$ cat src/rtl/dcache_pkg.sv
// Shared types and helpers for the MEM-stage data cache controller.
// Address layout: byte offset [1:0], set index above it, tag in the remaining upper bits.
package dcache_pkg;

    localparam int DEFAULT_NUM_SET = 8;

    typedef enum logic [2:0] {
        ST_FLUSH,
        ST_IDLE,
        ST_RD_REQ,
        ST_RD_WAIT,
        ST_WR_REQ,
        ST_DONE
    } dc_state_e;

    // Set index of a byte address, right-aligned in a 30-bit field.
    function automatic logic [29:0] set_of(input logic [31:0] addr, input int set_w);
        set_of = addr[31:2] & ((30'd1 << set_w) - 30'd1);
    endfunction

    // Tag of a byte address, right-aligned in a 30-bit field.
    function automatic logic [29:0] tag_of(input logic [31:0] addr, input int set_w);
        tag_of = addr[31:2] >> set_w;
    endfunction

endpackage

$ cat src/rtl/dcache_perf_counters.sv
// Saturating hit/miss counters for the data cache; they stick at all-ones instead of wrapping.
module dcache_perf_counters #(
    parameter int CNT_W = 32
) (
    input  logic             clk,
    input  logic             rst,
    input  logic             inc_hit,
    input  logic             inc_miss,
    output logic [CNT_W-1:0] hit_count,
    output logic [CNT_W-1:0] miss_count
);

    logic [CNT_W-1:0] hit_q, hit_d;
    logic [CNT_W-1:0] miss_q, miss_d;

    always_comb begin
        hit_d  = hit_q;
        miss_d = miss_q;
        if (inc_hit && (hit_q != '1)) begin
            hit_d = hit_q + CNT_W'(1);
        end
        if (inc_miss && (miss_q != '1)) begin
            miss_d = miss_q + CNT_W'(1);
        end
    end

    always_ff @(posedge clk or posedge rst) begin
        if (rst) begin
            hit_q  <= '0;
            miss_q <= '0;
        end else begin
            hit_q  <= hit_d;
            miss_q <= miss_d;
        end
    end

    assign hit_count  = hit_q;
    assign miss_count = miss_q;

endmodule

$ cat src/rtl/dcache_controller.sv
// Sequencer for the direct-mapped, one-word-per-line MEM-stage data cache:
// hit/miss loads, write-through no-allocate stores, invalidate sweep and perf counters.
module dcache_controller
    import dcache_pkg::*;
#(
    parameter int NUM_SET = DEFAULT_NUM_SET,
    parameter int CNT_W   = 32
) (
    input  logic                       clk,
    input  logic                       rst,
    input  logic                       MemReadM,
    input  logic                       MemWriteM,
    input  logic [31:0]                ALUResultM,
    input  logic [31:0]                WriteDataM,
    input  logic                       flush_i,
    input  logic                       Hit,
    input  logic [31:0]                cache_rdata_i,
    output logic                       StallM,
    output logic [31:0]                ReadDataM,
    output logic                       cache_fill_en,
    output logic [31:0]                cache_fill_data,
    output logic                       cache_inv_en,
    output logic [$clog2(NUM_SET)-1:0] cache_inv_set,
    output logic                       mem_req_valid,
    input  logic                       mem_req_ready,
    output logic                       mem_we,
    output logic [31:0]                mem_addr,
    output logic [31:0]                mem_wdata,
    input  logic                       mem_rvalid,
    input  logic [31:0]                mem_rdata,
    output logic [CNT_W-1:0]           hit_count,
    output logic [CNT_W-1:0]           miss_count
);

    localparam int SET_W = $clog2(NUM_SET);
    localparam logic [SET_W-1:0] LAST_SET = SET_W'(NUM_SET - 1);

    dc_state_e         state_q, state_d;
    logic [SET_W-1:0]  cnt_q, cnt_d;
    logic [31:0]       rdata_q, rdata_d;
    logic [31:0]       addr_q, addr_d;
    logic [31:0]       wdata_q, wdata_d;
    logic              we_q, we_d;
    logic              inc_hit, inc_miss;

    // Memory handshake: a request transfers on a posedge where mem_req_valid and
    // mem_req_ready are both high; until then mem_we/mem_addr/mem_wdata come from
    // registers latched in IDLE and cannot change. mem_rvalid is a one-cycle response.
    always_comb begin
        state_d         = state_q;
        cnt_d           = cnt_q;
        rdata_d         = rdata_q;
        addr_d          = addr_q;
        wdata_d         = wdata_q;
        we_d            = we_q;
        StallM          = 1'b1;
        ReadDataM       = 32'h0;
        cache_fill_en   = 1'b0;
        cache_fill_data = 32'h0;
        cache_inv_en    = 1'b0;
        cache_inv_set   = '0;
        mem_req_valid   = 1'b0;
        inc_hit         = 1'b0;
        inc_miss        = 1'b0;

        case (state_q)
            ST_FLUSH: begin
                cache_inv_en  = 1'b1;
                cache_inv_set = cnt_q;
                if (cnt_q == LAST_SET) begin
                    state_d = ST_IDLE;
                    cnt_d   = '0;
                end else begin
                    cnt_d = cnt_q + SET_W'(1);
                end
            end
            ST_IDLE: begin
                StallM = 1'b0;
                if (flush_i) begin
                    // A request seen alongside the flush stays frozen until the sweep ends.
                    StallM  = MemReadM | MemWriteM;
                    state_d = ST_FLUSH;
                    cnt_d   = '0;
                end else if (MemWriteM) begin
                    StallM  = 1'b1;
                    state_d = ST_WR_REQ;
                    we_d    = 1'b1;
                    addr_d  = ALUResultM & 32'hFFFF_FFFC;
                    wdata_d = WriteDataM;
                    if (Hit) begin
                        cache_fill_en   = 1'b1;
                        cache_fill_data = WriteDataM;
                    end
                end else if (MemReadM) begin
                    if (Hit) begin
                        ReadDataM = cache_rdata_i;
                        inc_hit   = 1'b1;
                    end else begin
                        StallM   = 1'b1;
                        inc_miss = 1'b1;
                        state_d  = ST_RD_REQ;
                        we_d     = 1'b0;
                        addr_d   = ALUResultM & 32'hFFFF_FFFC;
                        wdata_d  = WriteDataM;
                    end
                end
            end
            ST_RD_REQ: begin
                mem_req_valid = 1'b1;
                if (mem_req_ready) begin
                    state_d = ST_RD_WAIT;
                end
            end
            ST_WR_REQ: begin
                mem_req_valid = 1'b1;
                if (mem_req_ready) begin
                    state_d = ST_DONE;
                end
            end
            ST_RD_WAIT: begin
                if (mem_rvalid) begin
                    cache_fill_en   = 1'b1;
                    cache_fill_data = mem_rdata;
                    rdata_d         = mem_rdata;
                    state_d         = ST_DONE;
                end
            end
            ST_DONE: begin
                StallM    = 1'b0;
                ReadDataM = we_q ? 32'h0 : rdata_q;
                state_d   = ST_IDLE;
            end
            default: begin
                state_d = ST_FLUSH;
                cnt_d   = '0;
            end
        endcase
    end

    always_ff @(posedge clk or posedge rst) begin
        if (rst) begin
            state_q <= ST_FLUSH;
            cnt_q   <= '0;
            rdata_q <= 32'h0;
            addr_q  <= 32'h0;
            wdata_q <= 32'h0;
            we_q    <= 1'b0;
        end else begin
            state_q <= state_d;
            cnt_q   <= cnt_d;
            rdata_q <= rdata_d;
            addr_q  <= addr_d;
            wdata_q <= wdata_d;
            we_q    <= we_d;
        end
    end

    assign mem_we    = (state_q == ST_WR_REQ);
    assign mem_addr  = addr_q;
    assign mem_wdata = wdata_q;

    dcache_perf_counters #(
        .CNT_W(CNT_W)
    ) u_perf (
        .clk       (clk),
        .rst       (rst),
        .inc_hit   (inc_hit),
        .inc_miss  (inc_miss),
        .hit_count (hit_count),
        .miss_count(miss_count)
    );

endmodule
$ cat config.mk
export PLATFORM = sky130hd
export DESIGN_NAME = dcache_controller
export DESIGN_NICKNAME = d
export VERILOG_FILES = /design/src/rtl/dcache_pkg.sv /design/src/rtl/dcache_perf_counters.sv /design/src/rtl/dcache_controller.sv
export SDC_FILE = /design/constraint.sdc
export NUM_CORES = 1
export LEC_CHECK = 0
export CAP_MARGIN = 20
export CORE_MARGIN = 2
export CORE_UTILIZATION = 41
export CTS_BUF_LIST = sky130_fd_sc_hd__clkbuf_8
export CTS_CLUSTER_SIZE = 40
export DETAILED_ROUTE_END_ITERATION = 6
export PLACE_DENSITY = 0.75
export SYNTH_ARGS = -nofsm -noshare
export SYNTH_HDL_FRONTEND = slang
export SYNTH_HIERARCHICAL = 1
export SYNTH_SLANG_ARGS = --single-unit
$ cat constraint.sdc
create_clock -name clk -period 4 [get_ports clk]
set_input_delay 0.8 -clock clk [delete_from_list [all_inputs] [get_ports clk]]
set_output_delay 0.8 -clock clk [all_outputs]
set_load 0.05 [all_outputs]
==> metrics.log <==
[metrics] post-detailed-placement cell area: 0.0124 mm2
[metrics] hold endpoint: u_perf/hit_count[22]
[metrics] peak supply drop: 692 uV
[metrics] post-CTS setup buffer count: 0
[metrics] DRC viols: 0
[metrics] global-route wire length before repair: 39300 um
[metrics] wire length per cell after detailed routing: 19.4 um
[metrics] Worst EP required: 3.20 ns
[metrics] pin count of the biggest net entering global routing: 61
[metrics] element type at the critical path end: output pin
[metrics] antenna diode instance count: 0
[metrics] die outline height: 145 um
[metrics] count of flip-flops with a built-in enable after synthesis: 0
[metrics] cell area power density: 629 mW/mm2
[metrics] number of violations of the max-capacitance limit: 0
[metrics] setup skew after layout: 0.0176 ns
[metrics] number of synthesized register bits: 165
[metrics] count of synthesis-stage warnings from yosys: 6
[metrics] cts repair resizes: 0
[metrics] vias post-DR: 6648
[metrics] last weighted congestion value of the routability-driven placer: 0.829
[metrics] grt ovf: 0
[metrics] Register-to-Register Setup Slack: 1.06 ns
[metrics] number of clock sinks: 165
[metrics] cell area after technology mapping: 0.00815 mm2
[metrics] Worst R2R Path Depth: 7
[metrics] source of the worst register-to-register timing path: state_q[2]
[metrics] HPWL reported at the end of detailed placement: 18700 um
[metrics] Crit Path Class: in -> out
[metrics] post-route standard cell area excluding fillers: 0.0128 mm2
[metrics] average cell area after synthesis: 12.1 um2
[metrics] level count of the clock H-tree: 4
[metrics] number of core rows: 51
[metrics] io pins: 336
[metrics] via count of the first global-routing pass: 6758
[metrics] DRT Pass-1 Iters: 4
[metrics] remaining antenna violation count: 0
[metrics] Max stage delay on crit path: 0.54 ns
[metrics] type of origin of the critical path: input pin
[metrics] ratio of routed vias to standard cells: 5.19
[metrics] Period minus WS final: 3.64 ns
[metrics] count of final max-slew check failures: 0
[metrics] fraction of final layout cells sized beyond drive strength 1: 0.225
[metrics] most frequently used flop master after synthesis: dfrtp_1
[metrics] sequential fraction of the synthesis area: 0.507
[metrics] Data arrival, critical path: 2.84 ns
[metrics] die boundary width: 145 um
[metrics] top post-synthesis cells by area: dfrtp_1 51%, mux2_4 11%, mux2_2 5.0%
[metrics] count of input and output buffers: 331
[metrics] post-layout total power: 8.08 mW
[metrics] library cell occupying the most area in the post-synthesis netlist: dfrtp_1
[metrics] Clock Root Buffer: clkbuf_8
[metrics] worst max-slew margin expressed relative to the limit: 0.466
[metrics] clock slew seen by the registers of the worst setup and hold paths: 0.09 ns
[metrics] Min-Delay Startpoint: u_perf/hit_count[22]
[metrics] Yosys cell types: 56
[metrics] RSZ-0062 raised after global routing: false
[metrics] static leakage: 5.54 nW
[metrics] class of the tightest hold or removal check: reg -> reg
[metrics] hold_buf cts: 0
[metrics] setup slack of the critical path after layout: 0.363 ns
[metrics] Async SR Flop Fraction: 1.00
[metrics] TritonCTS clock tree: yes
[metrics] final period utilization: 0.909
[metrics] layout overhead on the synthesized area: 57.7%
[metrics] largest driver fanout on the critical path: 14
[metrics] Clock Path Buffers: 2
[metrics] TNS Setup: 0 ns
[metrics] violation count after the first detailed-routing iteration: 293
[metrics] actual slew at the worst max-slew pin: 0.800 ns
[metrics] total CTS buffers: 17
[metrics] worst hold path depth: 1
[metrics] die area: 0.0210 mm2
[metrics] highest attainable clock frequency: 0.275 GHz
[metrics] critical path, cell by cell: clkdlybuf4s50_1 > nor4b_4 > and4b_2 > buf_4 > a22oi_1 > nor2_1 > buf_12
[metrics] Final Hold Vio Count: 0
[metrics] pre-CTS setup slack: 0.339 ns
[metrics] Std-Cell Core Area: 0.0195 mm2
[metrics] total track usage: 0.238
[metrics] category of cells accounting for the largest share of critical-path delay: simple AND/OR/NAND/NOR gates
[metrics] slowest stage cell on the critical path: and4b_2
[metrics] initial standard-cell utilization of the core: 0.419
[metrics] worst hold margin: 0.497 ns
[metrics] setup violators final: 0
[metrics] destination of the worst register-to-register timing path: u_perf/hit_count[29]
[metrics] outcome: completed
[metrics] later-pin clock latency in the skew report: 0.46 ns
[metrics] antenna violations before repair: 0
[metrics] Gate Count Post-Synth: 674
[metrics] Total Wirelength: 24900 um
[metrics] Yosys top cell area share: 0.507
[metrics] count of buffer and inverter cells on the critical path: 3
[metrics] number of nets in the layout: 1144
[worst max-delay path by stage]
| stage | depth (start not counted) | to | startpoint | slack (ns) |
|---|---|---|---|---|
| global placement | 7 | ReadDataM[20] | flush_i | 0.37 |
| finish | 7 | ReadDataM[20] | flush_i | 0.36 |
| CTS | 7 | ReadDataM[20] | flush_i | 0.36 |
| floorplan | 1 | cnt_q[0] | rst | 0.55 |
| global route | 7 | ReadDataM[20] | flush_i | 0.24 |
| detailed placement | 8 | u_perf/hit_count[21] | flush_i | 0.34 |
[layout make-up]
type / instances / area, um2
clock inverters: 13 / 168
fillers: 1461 / 6610
clock buffers: 19 / 262
multi-input cells: 462 / 3780
well taps: 265 / 332
inverters: 11 / 43.8
repair buffers: 346 / 4140
flip-flops and latches: 165 / 4130
[report_power, final]
group	internal [mW]	total, mW	switching (mW)
Combinational	1.80	4.21	2.42
Sequential	2.19	2.54	0.357
Clock	0.663	1.32	0.662
[layout by cell type, fill, tap and decap left out, drive strengths merged, types with 16 or more instances in the layout]
cell	netlist	routed
a22o	33	33
a22oi	32	32
buf	22	80
clkbuf	15	19
clkdlybuf4s50	0	266
dfrtp	165	165
inv	11	17
mux2	97	97
nand2	38	38
nand3	22	22
nand4	24	24
nor2	59	59
xnor2	45	45
xor2	16	16
[cells in the mapped netlist (3+ instances only)]
library cell,count
xnor2_1,45
nor3_1,13
inv_1,11
nor2b_1,6
and3_1,11
buf_4,5
nand4_1,22
nand3_1,22
buf_6,7
ha_1,5
nor4_1,4
clkbuf_1,14
nor3b_1,3
xor2_1,16
nand2b_1,4
buf_2,10
mux2_2,36
a22o_1,33
a22oi_1,32
and4_1,9
mux2_4,60
nor2_1,58
o21ai_0,5
nand2_1,38
and2_1,5
dfrtp_1,165
[worst register-to-register path, stage by stage (launching register included)]
cell,delay [ns]
dfrtp_1,0.50
nor4b_4,0.33
and4b_2,0.54
nand4_1,0.20
or3b_4,0.44
a311oi_4,0.50
nand3_1,0.17
xnor2_1,0.15
[flip-flops by register name, summed over array words and instances, names as in the netlist]
| register | cells |
|---|---|
| cnt_q | 3 |
| mem_addr | 30 |
| mem_wdata | 32 |
| rdata_q | 32 |
| state_q | 3 |
| u_perf/hit_count | 32 |
| u_perf/miss_count | 32 |
| we_q | 1 |
[per-layer routing]
metal	vias up	global-route usage	wire length, um
li1	3074	-	-
met1	3311	0.308	10600
met2	239	0.400	12500
met3	24	0.0550	1420
met4	0	0.0663	412
met5	-	0	0
[cell families after synthesis]
| logic type | after synthesis | synth area share |
|---|---|---|
| xor gates and xnor gates | 61 | 0.0656 |
| buffers and inverters | 48 | 0.0326 |
| and+or+nand+nor | 213 | 0.139 |
| other | 1 | 0.000460 |
| muxes | 98 | 0.163 |
| DFF | 165 | 0.507 |
| AOI/OAI and AO/OA | 83 | 0.0846 |
| adders and majority gates | 5 | 0.00768 |
[per-stage QoR]
stage	utilization	std cells
3_5_place_dp	0.638	1249
2_1_floorplan	-	675
4_1_cts	0.660	1281
5_1_grt	0.660	1281
6_report	0.660	1281
3_3_place_gp	0.638	1249
No activity file was read; power rests on OpenSTA's default activity.
